**src/rtl/apa102_strip_ctrl.sv**
```systemverilog
// Wishbone-mapped APA102 LED chain controller: one 32-bit register per LED,
// serialised as start frame, LED frames and end frame on a divided LED clock.
module apa102_strip_ctrl #(
  parameter int NUM_LEDS     = 8,
  parameter int CLK_DIV      = 120,
  parameter int DATA_WIDTH   = 32,
  parameter int ADDR_WIDTH   = 32,
  parameter int SELECT_WIDTH = DATA_WIDTH / 8
) (
  input  logic                    i_clk,
  input  logic                    i_rst,
  input  logic [ADDR_WIDTH-1:0]   wb_adr_i,
  input  logic [DATA_WIDTH-1:0]   wb_dat_i,
  output logic [DATA_WIDTH-1:0]   wb_dat_o,
  input  logic                    wb_we_i,
  input  logic [SELECT_WIDTH-1:0] wb_sel_i,
  input  logic                    wb_stb_i,
  input  logic                    wb_cyc_i,
  output logic                    wb_ack_o,
  output logic                    wb_err_o,
  output logic                    wb_rty_o,
  output logic                    o_led_clk,
  output logic                    o_led_data
);
  // state | meaning
  // IDLE  | line quiet, waiting for START, PENDING, relaunch or AUTO
  // LOAD  | latch next word (start/LED/end) into shift register
  // SHIFT | clock out 32 bits of the current word
  // DONE  | bump frame counter, clear PENDING
  localparam int END_WORDS = (NUM_LEDS + 63) / 64;
  localparam int WCNT_W    = 6;
  localparam int IDX_W     = (NUM_LEDS > 1) ? $clog2(NUM_LEDS) : 1;
  localparam logic [WCNT_W-1:0] NUM_W  = WCNT_W'(NUM_LEDS);
  localparam logic [WCNT_W-1:0] LAST_W = WCNT_W'(NUM_LEDS + END_WORDS);
  localparam logic [15:0] DIV_RELOAD = 16'(CLK_DIV - 1);

  typedef enum logic [1:0] {IDLE, LOAD, SHIFT, DONE} state_t;
  state_t state, state_nx;

  logic [31:0]       leds [NUM_LEDS];
  logic              ctrl_auto, pending, relaunch;
  logic [7:0]        frame_cnt;
  logic [15:0]       div_cnt;
  logic [4:0]        bit_cnt;
  logic [WCNT_W-1:0] word_cnt;
  logic [30:0]       sreg, word_nx;
  logic              busy, done_en, shift_end;

  logic [7:0]       off;
  logic             req, hit_ctrl, hit_stat, hit_led, mapped, start_req;
  logic [IDX_W-1:0] led_idx;
  logic [31:0]      rd_val;
  logic             unused_adr;

  assign off        = wb_adr_i[7:0];
  assign unused_adr = ^wb_adr_i[ADDR_WIDTH-1:8];
  assign req        = wb_cyc_i & wb_stb_i & ~wb_ack_o & ~wb_err_o;
  assign hit_ctrl   = (off == 8'h00);
  assign hit_stat   = (off == 8'h04);
  assign hit_led    = off[7] && (off[1:0] == 2'b00) && ({1'b0, off[6:2]} < NUM_W);
  assign mapped     = hit_ctrl | hit_stat | hit_led;
  assign led_idx    = IDX_W'(off[6:2]);
  assign start_req  = req & wb_we_i & hit_ctrl & wb_sel_i[0] & wb_dat_i[0];
  assign wb_rty_o   = 1'b0;

  always_comb begin
    rd_val = '0;
    if (hit_ctrl)      rd_val = {30'b0, ctrl_auto, 1'b0};
    else if (hit_stat) rd_val = {16'b0, frame_cnt, 6'b0, pending, busy};
    else if (hit_led)  rd_val = leds[led_idx];
  end

  always_ff @(posedge i_clk or negedge i_rst) begin
    if (!i_rst) begin
      wb_ack_o  <= 1'b0;
      wb_err_o  <= 1'b0;
      wb_dat_o  <= '0;
      ctrl_auto <= 1'b0;
      for (int i = 0; i < NUM_LEDS; i++) leds[i] <= '0;
    end else begin
      wb_ack_o <= req & mapped;
      wb_err_o <= req & ~mapped;
      wb_dat_o <= (req & mapped) ? rd_val : '0;
      if (req & wb_we_i) begin
        if (hit_ctrl && wb_sel_i[0]) ctrl_auto <= wb_dat_i[1];
        if (hit_led)
          for (int b = 0; b < 4; b++)
            if (wb_sel_i[b]) leds[led_idx][8*b +: 8] <= wb_dat_i[8*b +: 8];
      end
    end
  end

  // A START landing in DONE is folded into the relaunch instead of PENDING.
  always_ff @(posedge i_clk or negedge i_rst) begin
    if (!i_rst) begin
      pending   <= 1'b0;
      relaunch  <= 1'b0;
      frame_cnt <= '0;
    end else begin
      relaunch <= done_en & (pending | start_req);
      if (done_en)                pending <= 1'b0;
      else if (start_req && busy) pending <= 1'b1;
      if (done_en) frame_cnt <= frame_cnt + 1'b1;
    end
  end

  always_ff @(posedge i_clk or negedge i_rst) begin
    if (!i_rst) state <= IDLE;
    else        state <= state_nx;
  end

  always_comb begin
    state_nx = state;
    case (state)
      IDLE:    if (start_req | pending | relaunch | ctrl_auto) state_nx = LOAD;
      LOAD:    state_nx = SHIFT;
      SHIFT:   if (shift_end) state_nx = (word_cnt <= LAST_W) ? LOAD : DONE;
      DONE:    state_nx = IDLE;
      default: state_nx = IDLE;
    endcase
  end

  always_comb begin
    busy      = (state != IDLE);
    done_en   = (state == DONE);
    shift_end = (state == SHIFT) && o_led_clk && (div_cnt == '0) && (bit_cnt == '0);
  end

  always_comb begin
    word_nx = '1;
    if (word_cnt == '0)        word_nx = '0;
    else if (word_cnt <= NUM_W) word_nx = {2'b11, leds[IDX_W'(word_cnt - 1'b1)][28:0]};
  end

  // The LOAD cycle doubles as the first low-phase cycle of the word's MSB, whose
  // value is fixed by word position, so it is driven on the falling edge before LOAD.
  always_ff @(posedge i_clk or negedge i_rst) begin
    if (!i_rst) begin
      o_led_clk  <= 1'b0;
      o_led_data <= 1'b0;
      div_cnt    <= '0;
      bit_cnt    <= '0;
      word_cnt   <= '0;
      sreg       <= '0;
    end else begin
      case (state)
        IDLE: begin
          word_cnt   <= '0;
          div_cnt    <= DIV_RELOAD;
          o_led_clk  <= 1'b0;
          o_led_data <= 1'b0;
        end
        LOAD: begin
          sreg     <= word_nx;
          bit_cnt  <= 5'd31;
          word_cnt <= word_cnt + 1'b1;
          if (div_cnt == '0) begin
            o_led_clk <= 1'b1;
            div_cnt   <= DIV_RELOAD;
          end else begin
            div_cnt <= div_cnt - 1'b1;
          end
        end
        SHIFT: begin
          if (div_cnt != '0) begin
            div_cnt <= div_cnt - 1'b1;
          end else begin
            div_cnt <= DIV_RELOAD;
            if (!o_led_clk) begin
              o_led_clk <= 1'b1;
            end else begin
              o_led_clk <= 1'b0;
              if (bit_cnt != '0) begin
                bit_cnt    <= bit_cnt - 1'b1;
                o_led_data <= sreg[30];
                sreg       <= {sreg[29:0], 1'b0};
              end else begin
                o_led_data <= (word_cnt <= LAST_W);
              end
            end
          end
        end
        default: begin
          o_led_clk  <= 1'b0;
          o_led_data <= 1'b0;
        end
      endcase
    end
  end
endmodule

```
**config.mk**
```make
export PLATFORM = sky130hd
export DESIGN_NAME = apa102_strip_ctrl
export DESIGN_NICKNAME = d
export VERILOG_FILES = /design/src/rtl/apa102_strip_ctrl.sv
export SDC_FILE = /design/constraint.sdc
export NUM_CORES = 1
export LEC_CHECK = 0
export BUFFER_PORTS_ARGS = -buffer_cell sky130_fd_sc_hd__buf_2
export CAP_MARGIN = 20
export CORE_ASPECT_RATIO = 2
export CORE_UTILIZATION = 36
export CTS_CLUSTER_DIAMETER = 30
export CTS_CLUSTER_SIZE = 20
export DETAILED_ROUTE_END_ITERATION = 8
export GPL_TIMING_DRIVEN = 0
export PLACE_DENSITY = 0.49
export SLEW_MARGIN = 10
export SYNTH_ARGS = -nofsm -noshare
export SYNTH_HDL_FRONTEND = slang
export SYNTH_SLANG_ARGS = --single-unit
```
**constraint.sdc**
```tcl
create_clock -name i_clk -period 8.2 [get_ports i_clk]
set_input_delay 1.64 -clock i_clk [delete_from_list [all_inputs] [get_ports i_clk]]
set_output_delay 1.64 -clock i_clk [all_outputs]
set_load 0.01 [all_outputs]
```
# Yosys cells after proc, flatten, opt, wreduce, memory -nomap -nowiden
# Cells that the tools add are included.
dict set report word_totals {
  ff_bits 363
  input_bits 73
  output_inout_bits 37
  elab_cells 151
}
dict set report classes {
  addsub 5
  order_cmp 6
  n_eq_ne 10
  mux 60
  bitwise_logic 21
  n_reduce_logical 27
}
# cell n
set ops {}
lappend ops {{$mux 256} 10}
lappend ops {{$bwmux 256} 4}
lappend ops {{$demux 32 s3} 4}
lappend ops {{$mux 32} 7}
lappend ops {{$bmux 32 s3} 2}
lappend ops {{$mux 31} 4}
lappend ops {{$mux 29} 3}
lappend ops {{$pmux 31 s2} 1}
lappend ops {{$mux 16} 3}
lappend ops {{$pmux 16 s3} 1}
lappend ops {{$mux 24} 1}
lappend ops {{$logic_not 16->1} 1}
lappend ops {{$reduce_bool 16->1} 1}
lappend ops {{$sub 16x1->16 const B} 1}
lappend ops {{$mux 5} 3}
lappend ops {{$le 6x4->1 const B} 2}
lappend ops {{$pmux 6 s2} 1}
lappend ops {{$and 1x1->1} 10}
lappend ops {{$ne 2x2->1 const B} 5}
lappend ops {{$pmux 5 s2} 1}
lappend ops {{$add 8x1->8 const B} 1}
lappend ops {{$eq 8x3->1 const B} 1}
lappend ops {{$ge 4x4->1 const B} 2}
lappend ops {{$logic_and 1x1->1} 8}
lappend ops {{other kinds (26)} 52}

# Longest topological paths before layout
dict set report depth {
  word_depth 19
  depth_mapped 10
  depth_no_buf 7
}

# Worst setup path after synthesis
# Ideal clock, no wire load.
dict set report synth_path {
  path_kind {in2reg}
  from {input port wb_adr_i[3]}
  to {register leds[193] in the netlist's numbering}
  setup_time_ns 0.125
  arrival_ns 3.127
  required_time_ns 8.075
  slack_ns 4.948
  cell_stages 6
  cell_sequence {buf_2 nand2b_1 nor2_1 and3_2 buf_2 mux2_2}
}
dict set report synth_via {
  elab_chain_len 19
  word_cells_on_any_way 26
  classes_between {order compare (3); mux (19); bitwise (1); reduce/logical (3)}
}
# element line
set synth_lines {}
lappend synth_lines {{start, declared} 12} ;# input logic [ADDR_WIDTH-1:0] wb_adr_i,
lappend synth_lines {{$not 3->4 (not written as such)} 88} ;# if (wb_sel_i[b]) leds[led_idx][8*b +: 8] <= wb_dat_i[8*b +: 8];
lappend synth_lines {{$ge 4x4->1 (not written as such) / $lt 4x1->1 (equally long branches)} 88}
lappend synth_lines {{$logic_and 1x1->1 (not written as such)} 88}
lappend synth_lines {{$mux 8 (not written as such)} 88}
lappend synth_lines {{$demux 32 s3} 88}
lappend synth_lines {{$bwmux 256} 88}
lappend synth_lines {{$mux 256} 88}
lappend synth_lines {{$mux 256} 86} ;# if (hit_led)
lappend synth_lines {{[3 not listed]} --}
lappend synth_lines {{$mux 256} 86}
lappend synth_lines {{$mux 256} 84} ;# if (req & wb_we_i) begin
lappend synth_lines {{$bwmux 256} 88}
lappend synth_lines {{$mux 256} 88}
lappend synth_lines {{$mux 256} 86}
lappend synth_lines {{$mux 256} 84}
lappend synth_lines {{$bwmux 256} 88}
lappend synth_lines {{$mux 256} 88}
lappend synth_lines {{end signal, assigned by index} 88}
lappend synth_lines {{end, declared} 40} ;# logic [31:0] leds [NUM_LEDS];
# Parallel ways exist; a longest one is shown, timed or not. The select of a mux whose other input is x is not followed.
# A chain may end at the register's enable or synchronous reset.

# Final worst setup path
dict set report layout_path {
  from {register word_cnt[0]}
  to {register sreg[13]}
}
dict set report layout_via {
  elab_chain_len 8
  word_cells_on_any_way 10
  classes_between {add/sub (1); order compare (1); mux (6); bitwise (1); reduce/logical (1)}
}
# element line
set layout_lines {}
lappend layout_lines {{start, declared} 45} ;# logic [WCNT_W-1:0] word_cnt;
lappend layout_lines {{start signal, assigned} 156} ;# word_cnt <= word_cnt + 1'b1;
lappend layout_lines {{$sub 3x1->3} 132} ;# else if (word_cnt <= NUM_W) word_nx = {2'b11, leds[IDX_W'(word_cnt - 1'b1)][28:0]};
lappend layout_lines {{$not 3->4 (not written as such)} 132}
lappend layout_lines {{$bmux 32 s3} 132}
lappend layout_lines {{$mux 29 (not written as such) (2 in a row)} 132}
lappend layout_lines {{$mux 29} 132}
lappend layout_lines {{$mux 31 *} 131} ;# if (word_cnt == '0) word_nx = '0;
lappend layout_lines {{$pmux 31 s2 *} 146} ;# case (state)
lappend layout_lines {{end signal, assigned} 154} ;# sreg <= word_nx;
lappend layout_lines {{end signal, assigned} 176} ;# sreg <= {sreg[29:0], 1'b0};
lappend layout_lines {{end, declared} 46} ;# logic [30:0] sreg, word_nx;
# Mark *: on every way between the ends. The rest lies on a longest branch, timed or not. The select of a mux whose other input is x is not followed.

==> metrics.cfg <==
[run_status]
status = finished, final reports clean

[worst_setup_path]
rrSetupSlack_ps = 3860
worstSetupPathType = flop to flop
end_kind = flop
startpoint = word_cnt[0]
worstPathRequired_ps = 8660
r2r-start = word_cnt[0]
endpoint = sreg[13]
r2r_end = sreg[13]
worst_ep_arrival_time_ps = 4790
critPathMaxFanout = 10
reg2reg_depth = 10
cp-start-kind = flop

[die]
num_io_pins = 110
dieWidth_um = 163
initial_core_util = 0.365
fp.dieArea_um2 = 52500
fp.dieH_um = 323
design.core.area_um2 = 50900
core.rowCount = 117

[timing]
fin_worst_skew_ps = 23.1
tightest_slew_ps = 1200
relSlewSlack = 0.198
finalCriticalPeriod_ps = 4340
worst_slack_ps = 3860
rsz0062_at_grt = no
finalCritPeriodShare = 0.529
hold_viol = 0
slew_violations = 0
fmax_mhz = 231
hold_slack_ps = 469
setup_violations = 0

[power_and_ir_drop]
switchingPower_uw = 2100
p_int_uw = 4290
power_frac_comb = 0.243
p_clk_frac = 0.441
power.density_nw_per_um2 = 288
netSwitchingFraction = 0.329
peakVddDrop_mv = 0.200
p_leak_uw = 0.0104
power_frac_seq = 0.316

[grt]
grt_max_degree = 107
grt_pass1_wl_mm = 90.1
met3_usage = 0.0368
grt.met2_usage = 0.418
grt_pass1_vias = 13800
antenna_found_initial = 1
grt_util_met1 = 0.264
grt_overflow = 0
grtUsageTotal = 0.238
top_usage_layer = met2

[clocking]
cts_resized = 0
cts_tree = done
cts_max_level = 2
worstSkewPairLatency_ps = 610
root_buffer = clkbuf_16
cts_buffer_depth = 3
cts_buffers = 60
hold_buffers = 0
cts_num_sinks = 363
post-cts-setup-buffers = 0
clk_pin_slew_ps = 60

[logic_synthesis]
synth-edff-count = 0
synth-main-ff-cell = dfrtp_1
synthTopCellsByArea = dfrtp_1 (49%), mux2_2 (12%), mux4_2 (12%), mux2_4 (5.2%), nand2_1 (3.0%)
avgSynthCellArea_um2 = 13.1
synth_area_um2 = 18600
yosysMostFrequentCell = dfrtp_1
yosysTopAreaCellShare = 0.489
syn_nets = 1498
ys_types = 70
ys_seq_area_frac = 0.489
ys_top_cells_by_count = dfrtp_1 (363), mux2_2 (198), nand2_1 (147)
synth.largest_area_cell = dfrtp_1
ys_ff_latch = 363
synthCells = 1413
yosysWarnings = 0
async_flop_share = 1.00

[min_path]
worstHoldPathType = flop to flop

[placed_design]
port_buffers = 82
dp_hpwl_mm = 41.6
dpl.cell_count = 2154
pre_cts_slack_ps = 3760
gp_congestion = 0.828

[routing]
drc = 0
drt_iter0_drc = 712
drt_wl_total_mm = 60.4
num_vias = 12700
avgRoutedWirePerCell_um = 26.7
drtAntennaViolNets = 0
dr.pass1.iters = 6
viasPerCell = 5.60

[cells_and_area]
nets = 1648
drive_above_1_share = 0.404
finalNonFillerCells = 2267
final_util = 0.436
area_growth_pct = 19.6

[run]
max_cap_violations = 0

## through the flow
stage          TNS (ps)  cell area (um2)  power, uW
6_report              0            22200       6390
3_3_place_gp    -684000            19800       3570
2_1_floorplan         0            18600       2960
5_1_grt               0            22200       6620
4_1_cts               0            22200       6430
3_5_place_dp          0            19900       3600
## per-layer routing
metal	vias up	wire [um]
met5	-	0
met4	0	4380
met3	168	2910
met2	430	30900
met1	6563	22200
li1	5534	-
## sequential cells by signal, summed over array words and instances (netlist names)
name        count
leds          256
wb_dat_o       32
sreg           31
div_cnt        16
frame_cnt       8
word_cnt        6
bit_cnt         5
state           2
ctrl_auto       1
o_led_clk       1
o_led_data      1
pending         1
relaunch        1
wb_ack_o        1
wb_err_o        1
## cell type report
class,count,area (um2)
Multi-Input combinational cell,951,9020
Clock buffer,75,1670
Inverter,13,48.8
Sequential cell,363,9080
Clock inverter,36,586
Fill cell,4743,28700
Buffer,86,415
Tap cell,654,818
Timing Repair Buffer,88,561
Antenna cell,1,2.50
## power groups by stage
stage / clock, uW / combinational, uW / sequential [uW]
after floorplan: 0 / 939 / 2020
after global placement: 0 / 1520 / 2040
after detailed placement: 0 / 1550 / 2050
after CTS: 2860 / 1550 / 2020
after global routing: 2940 / 1650 / 2030
final: 2820 / 1560 / 2020
## critical path, cell delays in order, from the launching register on
cell       delay, ps
dfrtp_1          400
clkbuf_1         780
inv_1            200
ha_1             330
clkbuf_1         480
inv_1            140
a2111oi_2        560
clkbuf_1         750
and3_1           270
a221o_1          160
o22ai_1           90
## worst min path at each step
stage | to | slack (ps) | cells after the start | startpoint
2_1_floorplan | frame_cnt[7] | 440 | 1 | frame_cnt[7]
3_3_place_gp | word_cnt[5] | 460 | 1 | word_cnt[5]
3_5_place_dp | frame_cnt[7] | 460 | 1 | frame_cnt[7]
4_1_cts | frame_cnt[7] | 470 | 1 | frame_cnt[7]
5_1_grt | frame_cnt[7] | 500 | 1 | frame_cnt[7]
6_report | frame_cnt[7] | 470 | 1 | frame_cnt[7]
## cell families (layout without fill, tap and decap cells)
logic type,Yosys count,after routing,synth area share
other cells,1,2,0.000202
compound gates,181,181,0.0612
xor+xnor,21,21,0.0103
buf+inv,99,298,0.0249
mux,394,394,0.309
simple gates,342,342,0.0970
fa+ha+maj,12,12,0.00809
flops,363,363,0.489
## cells in the final DEF, fill, tap and decap left out, drive strengths merged, types with 13 or more instances in the layout
| cell type | instances |
|---|---|
| mux4 | 96 |
| a221o | 13 |
| o21ai | 15 |
| mux2i | 14 |
| and3 | 45 |
| clkbuf | 112 |
| nor2 | 71 |
| dfrtp | 363 |
| inv | 20 |
| bufinv | 13 |
| a21oi | 82 |
| o22ai | 41 |
| nand2 | 170 |
| mux2 | 284 |
| buf | 137 |
Power figures use the tool's default switching activity.
